`src/rtl/f_pc_sequencer.sv`:
```
// Fetch-stage PC sequencer: owns the F-stage PC, issues imem req/ready fetches, applies
// delayed-branch redirects and buffers a fetched word under stall. Option: PC_ALIGN_CHECK_EN.
module f_pc_sequencer #(
  parameter logic [31:0] RESET_PC = 32'h0000_3000
`ifdef PC_ALIGN_CHECK_EN
  ,
  parameter logic [31:0] EXC_PC   = 32'h0000_4180
`endif
) (
  input  logic        clk,
  input  logic        reset,
  input  logic        stall,
  input  logic        redir_valid,
  input  logic [31:0] redir_target,
  output logic        imem_req,
  output logic [31:0] imem_addr,
  input  logic        imem_ready,
  input  logic [31:0] imem_rdata,
  output logic        f_valid,
  output logic [31:0] f_instr,
  output logic [31:0] f_pc
`ifdef PC_ALIGN_CHECK_EN
  ,
  output logic        align_exc
`endif
);

  localparam int unsigned AW = 32;
  localparam int unsigned DW = 32;

  localparam logic ST_REQ  = 1'b0;
  localparam logic ST_HOLD = 1'b1;

  logic          state_q, state_d;
  logic [AW-1:0] pc_q, pc_d;
  logic          pend_valid_q, pend_valid_d;
  logic [AW-1:0] pend_target_q, pend_target_d;
  logic [DW-1:0] buf_q, buf_d;
  logic [AW-1:0] buf_pc_q, buf_pc_d;
  logic          f_valid_q, f_valid_d;
  logic [DW-1:0] f_instr_q, f_instr_d;
  logic [AW-1:0] f_pc_q, f_pc_d;

  logic          accept;
  logic          fetch_done;
  logic [AW-1:0] tgt_eff;

  // Redirect target after alignment handling
`ifdef PC_ALIGN_CHECK_EN
  logic          misaligned;
  logic          align_exc_q, align_exc_d;

  assign misaligned = (redir_target[1:0] != 2'b00);
  assign tgt_eff    = misaligned ? EXC_PC : redir_target;
  assign align_exc  = align_exc_q;
`else
  assign tgt_eff    = redir_target & ~AW'(3);
`endif

  assign accept     = ~stall & redir_valid;
  assign fetch_done = (state_q == ST_REQ) & imem_ready;

  // Request is combinational on reset so it drops the moment reset asserts
  assign imem_req  = reset & (state_q == ST_REQ);
  assign imem_addr = pc_q;
  assign f_valid   = f_valid_q;
  assign f_instr   = f_instr_q;
  assign f_pc      = f_pc_q;

  // State register
  always_ff @(posedge clk or negedge reset) begin
    if (!reset) begin
      state_q       <= ST_REQ;
      pc_q          <= RESET_PC;
      pend_valid_q  <= 1'b0;
      pend_target_q <= '0;
      buf_q         <= '0;
      buf_pc_q      <= '0;
      f_valid_q     <= 1'b0;
      f_instr_q     <= '0;
      f_pc_q        <= RESET_PC;
`ifdef PC_ALIGN_CHECK_EN
      align_exc_q   <= 1'b0;
`endif
    end else begin
      state_q       <= state_d;
      pc_q          <= pc_d;
      pend_valid_q  <= pend_valid_d;
      pend_target_q <= pend_target_d;
      buf_q         <= buf_d;
      buf_pc_q      <= buf_pc_d;
      f_valid_q     <= f_valid_d;
      f_instr_q     <= f_instr_d;
      f_pc_q        <= f_pc_d;
`ifdef PC_ALIGN_CHECK_EN
      align_exc_q   <= align_exc_d;
`endif
    end
  end

  // Next-state and datapath
  always_comb begin
    state_d       = state_q;
    pc_d          = pc_q;
    pend_valid_d  = pend_valid_q;
    pend_target_d = pend_target_q;
    buf_d         = buf_q;
    buf_pc_d      = buf_pc_q;
    f_valid_d     = f_valid_q;
    f_instr_d     = f_instr_q;
    f_pc_d        = f_pc_q;
`ifdef PC_ALIGN_CHECK_EN
    align_exc_d   = accept & misaligned;
`endif

    if (state_q == ST_REQ) begin
      if (fetch_done) begin
        // Delay slot just completed: a fresh redirect beats a pending one
        pend_valid_d = 1'b0;
        if (accept) begin
          pc_d = tgt_eff;
        end else if (pend_valid_q) begin
          pc_d = pend_target_q;
        end else begin
          pc_d = pc_q + AW'(4);
        end
        if (!stall) begin
          f_valid_d = 1'b1;
          f_instr_d = imem_rdata;
          f_pc_d    = pc_q;
        end else begin
          buf_d    = imem_rdata;
          buf_pc_d = pc_q;
          state_d  = ST_HOLD;
        end
      end else begin
        if (accept) begin
          pend_valid_d  = 1'b1;
          pend_target_d = tgt_eff;
        end
        if (!stall) begin
          f_valid_d = 1'b0;
        end
      end
    end else begin
      // pc already points past the delay slot, so a redirect here applies directly
      if (!stall) begin
        f_valid_d = 1'b1;
        f_instr_d = buf_q;
        f_pc_d    = buf_pc_q;
        state_d   = ST_REQ;
        if (accept) begin
          pc_d = tgt_eff;
        end
      end
    end
  end

endmodule

```
`config.mk`:
```
export PLATFORM = sky130hd
export DESIGN_NAME = f_pc_sequencer
export DESIGN_NICKNAME = d
export VERILOG_FILES = /design/src/rtl/f_pc_sequencer.sv
export SDC_FILE = /design/constraint.sdc
export NUM_CORES = 1
export LEC_CHECK = 0
export CAP_MARGIN = 20
export CORE_MARGIN = 2
export CORE_UTILIZATION = 47
export CTS_CLUSTER_DIAMETER = 80
export DETAILED_ROUTE_END_ITERATION = 12
export GPL_TIMING_DRIVEN = 0
export PLACE_DENSITY = 0.76
export SYNTH_ARGS = -nofsm -noshare
export SYNTH_HDL_FRONTEND = slang
export SYNTH_SLANG_ARGS = --single-unit
```
`constraint.sdc`:
```
create_clock -name clk -period 2.1 [get_ports clk]
set_input_delay 0.315 -clock clk [delete_from_list [all_inputs] [get_ports clk]]
set_output_delay 0.315 -clock clk [all_outputs]
set_load 0.02 [all_outputs]
```
# ---- After elaboration in Yosys (flattened, before gate mapping)
# Cells that the tools add are included.
dict set report op_classes {
  n_addsub 1
  bitwise_logic 6
  n_eq_ne 4
  muxes 23
  n_reduce_logical 7
}
# op count
set op_table {}
lappend op_table {{32-bit two-way mux} 14}
lappend op_table {{32-bit by 3-bit adder with 32-bit output, second input constant} 1}
lappend op_table {{3-bit AND reduction} 4}
lappend op_table {{1-bit two-way mux} 9}
lappend op_table {{2-bit != test, second input constant} 2}
lappend op_table {{2-bit nonzero test} 2}
lappend op_table {{1-bit AND} 3}
lappend op_table {{3-bit by 1-bit != test with 1-bit output, second input constant} 1}
lappend op_table {{1-bit NOT} 3}
lappend op_table {{2-bit by 1-bit != test with 1-bit output, second input constant} 1}
lappend op_table {{2-bit AND reduction} 1}
dict set report word_totals {
  in_bits 69
  regBits 193
  word_cells 50
  output_inout_bits 98
}

# ---- Longest topological paths before layout
dict set report depth {
  ltp_word 5
  depth_mapped 8
}

# ---- Worst setup path before layout
# OpenSTA, ideal clock, no wires.
dict set report synth_path {
  path_kind {reg2reg}
  startpoint {register pc_q[12], in the netlist imem_addr[12]}
  endpoint {register pc_q[26], in the netlist imem_addr[26]}
  setup_time_ns 0.076
  setup_slack_ns -0.152
  t_arrival_ns 2.175
  n_path_buf 2
  required_time_ns 2.024
  stages_incl_launch_ff 8
  path_cell_list {dfstp_2 > clkbuf_1 > nand3_1 > or4_1 > buf_2 > or4_4 > xor2_1 > o21ai_1}
}
dict set report synth_between {
  elab_chain_len 5
}
# item line
set synth_lines {}
lappend synth_lines {{from (decl)} 35} ;# logic [AW-1:0] pc_q, pc_d;
lappend synth_lines {{from (signal assigned)} 87} ;# pc_q <= pc_d;
lappend synth_lines {{32-bit by 3-bit adder with 32-bit output} 125} ;# pc_d = pc_q + AW'(4);
lappend synth_lines {{32-bit two-way mux} 122} ;# end else if (pend_valid_q) begin
lappend synth_lines {{32-bit two-way mux} 120} ;# if (accept) begin
lappend synth_lines {{32-bit two-way mux} 117} ;# if (fetch_done) begin
lappend synth_lines {{32-bit two-way mux} 116} ;# if (state_q == ST_REQ) begin
# Every way passes these cells. The select of a mux whose other input is x is not followed.
# A chain may end at the register's enable or synchronous reset.

# ---- Final worst setup path
dict set report layout_path {
  startpoint {register pc_q[2], in the netlist imem_addr[2]}
  endpoint {register pc_q[26], in the netlist imem_addr[26]}
}
# Same word-level chain as after synthesis.

==> summary.md <==
| Metric | Value |
|---|---|
| Outcome | `finished, violations left` |
| Violated checks | `negative hold slack, negative setup slack` |
| Synth warn | `0` |
| Via density per instance | `5.60` |
| Startpoint Class | `register` |
| Pwr dens | `1060 mW/mm2` |
| First-pass GRT wire length | `about 35 mm` |
| Root buf cell | `clkbuf_16` |
| Final Max Tran Viols | `0` |
| Minimum clock period | `2.13 ns` |
| Fillers | `1,460` |
| Stages on worst setup path | `6` |
| Deepest clock path buffer count | `2` |
| Initial antenna violation count | `0` |
| Clk pwr share | `26.5%` |
| Max-slew headroom | `47.4%` |
| Synth area leaders | `dfrtp_1, mux2_2, mux2i_1, o21ai_0, nand2_1` |
| Largest net degree at the start of global routing | `102` |
| NetSw | `3.95 mW` |
| Crit-path cells | `ha_4 -> nand4_1 -> or3_4 -> or4_4 -> xor2_1 -> o21ai_1` |
| RSZ-0062 raised after global routing | `yes` |
| Starting DRT DRC Count | `547` |
| Netlist cell types | `50` |
| Worst R2R Start | `imem_addr[2]` |
| Worst slew pin tran | `0.789 ns` |
| Internal power | `8.25 mW` |
| CP Buf/Inv Count | `0` |
| DRT Wirelength | `~22 mm` |
| VDD IR max | `0.000667 V` |
| Number of global-route vias before repair | `6,573` |
| Number of max-cap violations | `0` |
| Part of the power in registers | `roughly 43%` |
| Synth Area per Inst | `10.9 um2` |
| Flops & latches, synth | `187` |
| Crit Path Category | `register to register` |
| Reg clk slew, reported paths | `about 0.07 ns` |
| CP peak stage delay | `0.50 ns` |
| CTS sink cnt | `about 190` |
| DR vias | `6,891` |
| DPL Wire Length | `15.7 mm` |
| Final GP Congestion | `0.870` |
| Mapped Cells | `792` |
| Total gr overflow | `0` |
| ANT nets after route | `0` |
| Post-Syn Area | `0.00861 mm2` |
| P&R area growth vs syn | `33.2%` |
| # DRC | `0` |
| Worst Path Required | `2.44 ns` |
| Final #Nets | `1,059` |
| TritonCTS Buffers | `17` |
| Most instantiated cells after synthesis | `dfrtp_1, nand2_1, o21ai_0` |
| Number of port buffers | `160` |
| GRT Resource Usage Total | `a little under a quarter` |
| CP Capture Type | `register` |
| Maximum clock frequency | `0.469 GHz` |
| Final hold violation count | `100` |
| Post-synth EDFFs | `0` |
| Sw Share | `32.4%` |
| Chip width | `around 140 um` |
| TritonCTS clock tree | `yes` |
| Initial core utilization | `47.9%` |
| Fin util | `a little under two thirds` |
| Pleak | `4.91 nW` |
| Reg2Reg Setup Slack | `-0.03 ns` |
| Yosys top cell area share | `53.2%` |
| Post-synthesis sequential area ratio | `54.4%` |
| Site row count | `49` |
| Max FO, Critical Path | `4` |
| Combinational Power Share | `31.0%` |
| CP max-delay cell | `or4_4` |
| Clk_lat worst skew | `between 0.4 and 0.5 ns` |
| Reg2Reg Depth | `6` |
| Wire per inst | `between 15 and 20 um` |
| Clk_skew | `roughly 0.011 ns` |
| Hold_ws | `-0.175 ns` |
| Final setup vio count | `2` |
| Hold Path Class | `primary input to asynchronous set/reset pin` |
| FF-to-FF End | `imem_addr[26]` |
| Final worst slack | `-0.0316 ns` |
| Die footprint | `0.0194 mm2` |
| Crit share post-route | `102%` |
| Ant. Diodes | `0` |
| Placeable Area | `around 0.018 mm2` |
| Pre-antenna DRT Iters | `5` |
| Crit path DAT | `~2.5 ns` |
| Asr flop ratio synth | `100%` |
| Area leader, netlist | `dfrtp_1` |
| Most frequent cell after synthesis | `dfrtp_1` |
| Synth Flop Type | `dfrtp_1` |
| Io pins | `about 170` |
| CTS HTree Levels | `4` |
| Die Y-Extent | `139 um` |
| CP top delay family | `simple AND/OR/NAND/NOR gates` |
| Total power | `between 10 and 15 mW` |
| Layout cells sized above 1 | `approximately a fifth` |
power by group through the flow:
stage          Clock [mW]  Sequential, mW  Combinational (mW)
3_5_place_dp            0            5.23                3.55
4_1_cts              3.28            5.17                3.66
3_3_place_gp            0            5.18                3.47
2_1_floorplan           0            5.61                1.49
5_1_grt              3.42            5.30                4.06
6_report             3.24            5.18                3.78
worst register-to-register path, cell delays in order (launching register included):
cell     delay (ns)
dfrtp_2        0.41
ha_4           0.18
nand4_1        0.24
or3_4          0.43
or4_4          0.50
xor2_1         0.16
o21ai_1        0.14
placed cells by master, fill, tap and decap left out, types with 13 or more instances in the layout:
master	n
dfrtp_2	13
nor2_1	31
clkdlybuf4s50_1	157
nand2_1	99
clkbuf_16	17
a21oi_1	21
mux2i_1	66
clkbuf_1	21
dfrtp_1	170
mux2_2	85
o21ai_0	101
clkbuf_2	24
buf_4	23
and3_1	15
routing by layer:
metal,vias up,routed length (um),track usage [%]
met4,0,502,7.66
met2,294,10700,36.2
met3,40,1610,3.85
met1,3373,9600,31.6
li1,3184,-,-
met5,-,0,0
per-stage QoR:
stage | setup TNS [ns] | cells | worst slack (ns) | instance area [um2]
after floorplan | 0 | 795 | 0.00525 | 8650
after global placement | -1441.92 | 1184 | -7.77 | 10500
after global routing | -0.236 | 1231 | -0.0718 | 11500
after detailed placement | -120.68 | 1185 | -0.921 | 10600
after CTS | -0.0514 | 1221 | -0.0418 | 11300
final | -0.0509 | 1231 | -0.0316 | 11500
cell type report:
type,count,area (um2),share of cell area (%)
Clock inverter,9,113,0.982
Clock buffer,23,488,4.25
Timing Repair Buffer,179,1770,15.4
Multi-Input combinational cell,535,3770,32.9
Inverter,11,41.3,0.360
Tap cell,229,287,2.50
Buffer,58,298,2.60
Sequential cell,187,4700,41.0
state kept, by name, summed over array words and instances (netlist names):
name / cells
buf_pc_q: 30
imem_addr: 30
pend_target_q: 30
pend_valid_q: 1
state_q: 1
f_instr: 32
f_valid: 1
f_pc: 30
buf_q: 32
what timing repair did:
| item | 4_1_cts | 5_1_grt |
|---|---|---|
| pin swaps | 2 | 2 |
| setup buffers | 7 | 11 |
| endpoints found under the setup margin | 152 | 77 |
| gates cloned | 0 | 0 |
| endpoints found under the hold margin | 100 | 100 |
| resized for setup | 45 | 32 |
cell families (layout without fill, tap and decap cells):
kind of cell	count (synthesis)	after routing	share of synthesized area, %
compound gates	160	160	10.5
xor+xnor	18	18	1.83
fa+ha+maj	1	1	0.145
buf+inv	73	280	3.40
flops	187	187	54.4
mux	151	151	18.8
other cells	1	4	0.0435
simple gates	201	201	10.9
worst max-delay path by stage:
stage                   from       endpoint  slack [ns]
2_1_floorplan  imem_addr[12]  imem_addr[26]       0.005
3_3_place_gp           reset  imem_addr[14]       -7.77
3_5_place_dp      imem_ready  imem_addr[29]       -0.92
4_1_cts        imem_addr[13]  imem_addr[26]       -0.04
5_1_grt         imem_addr[2]  imem_addr[26]       -0.07
6_report        imem_addr[2]  imem_addr[26]       -0.03
Power figures use the tool's default switching activity.
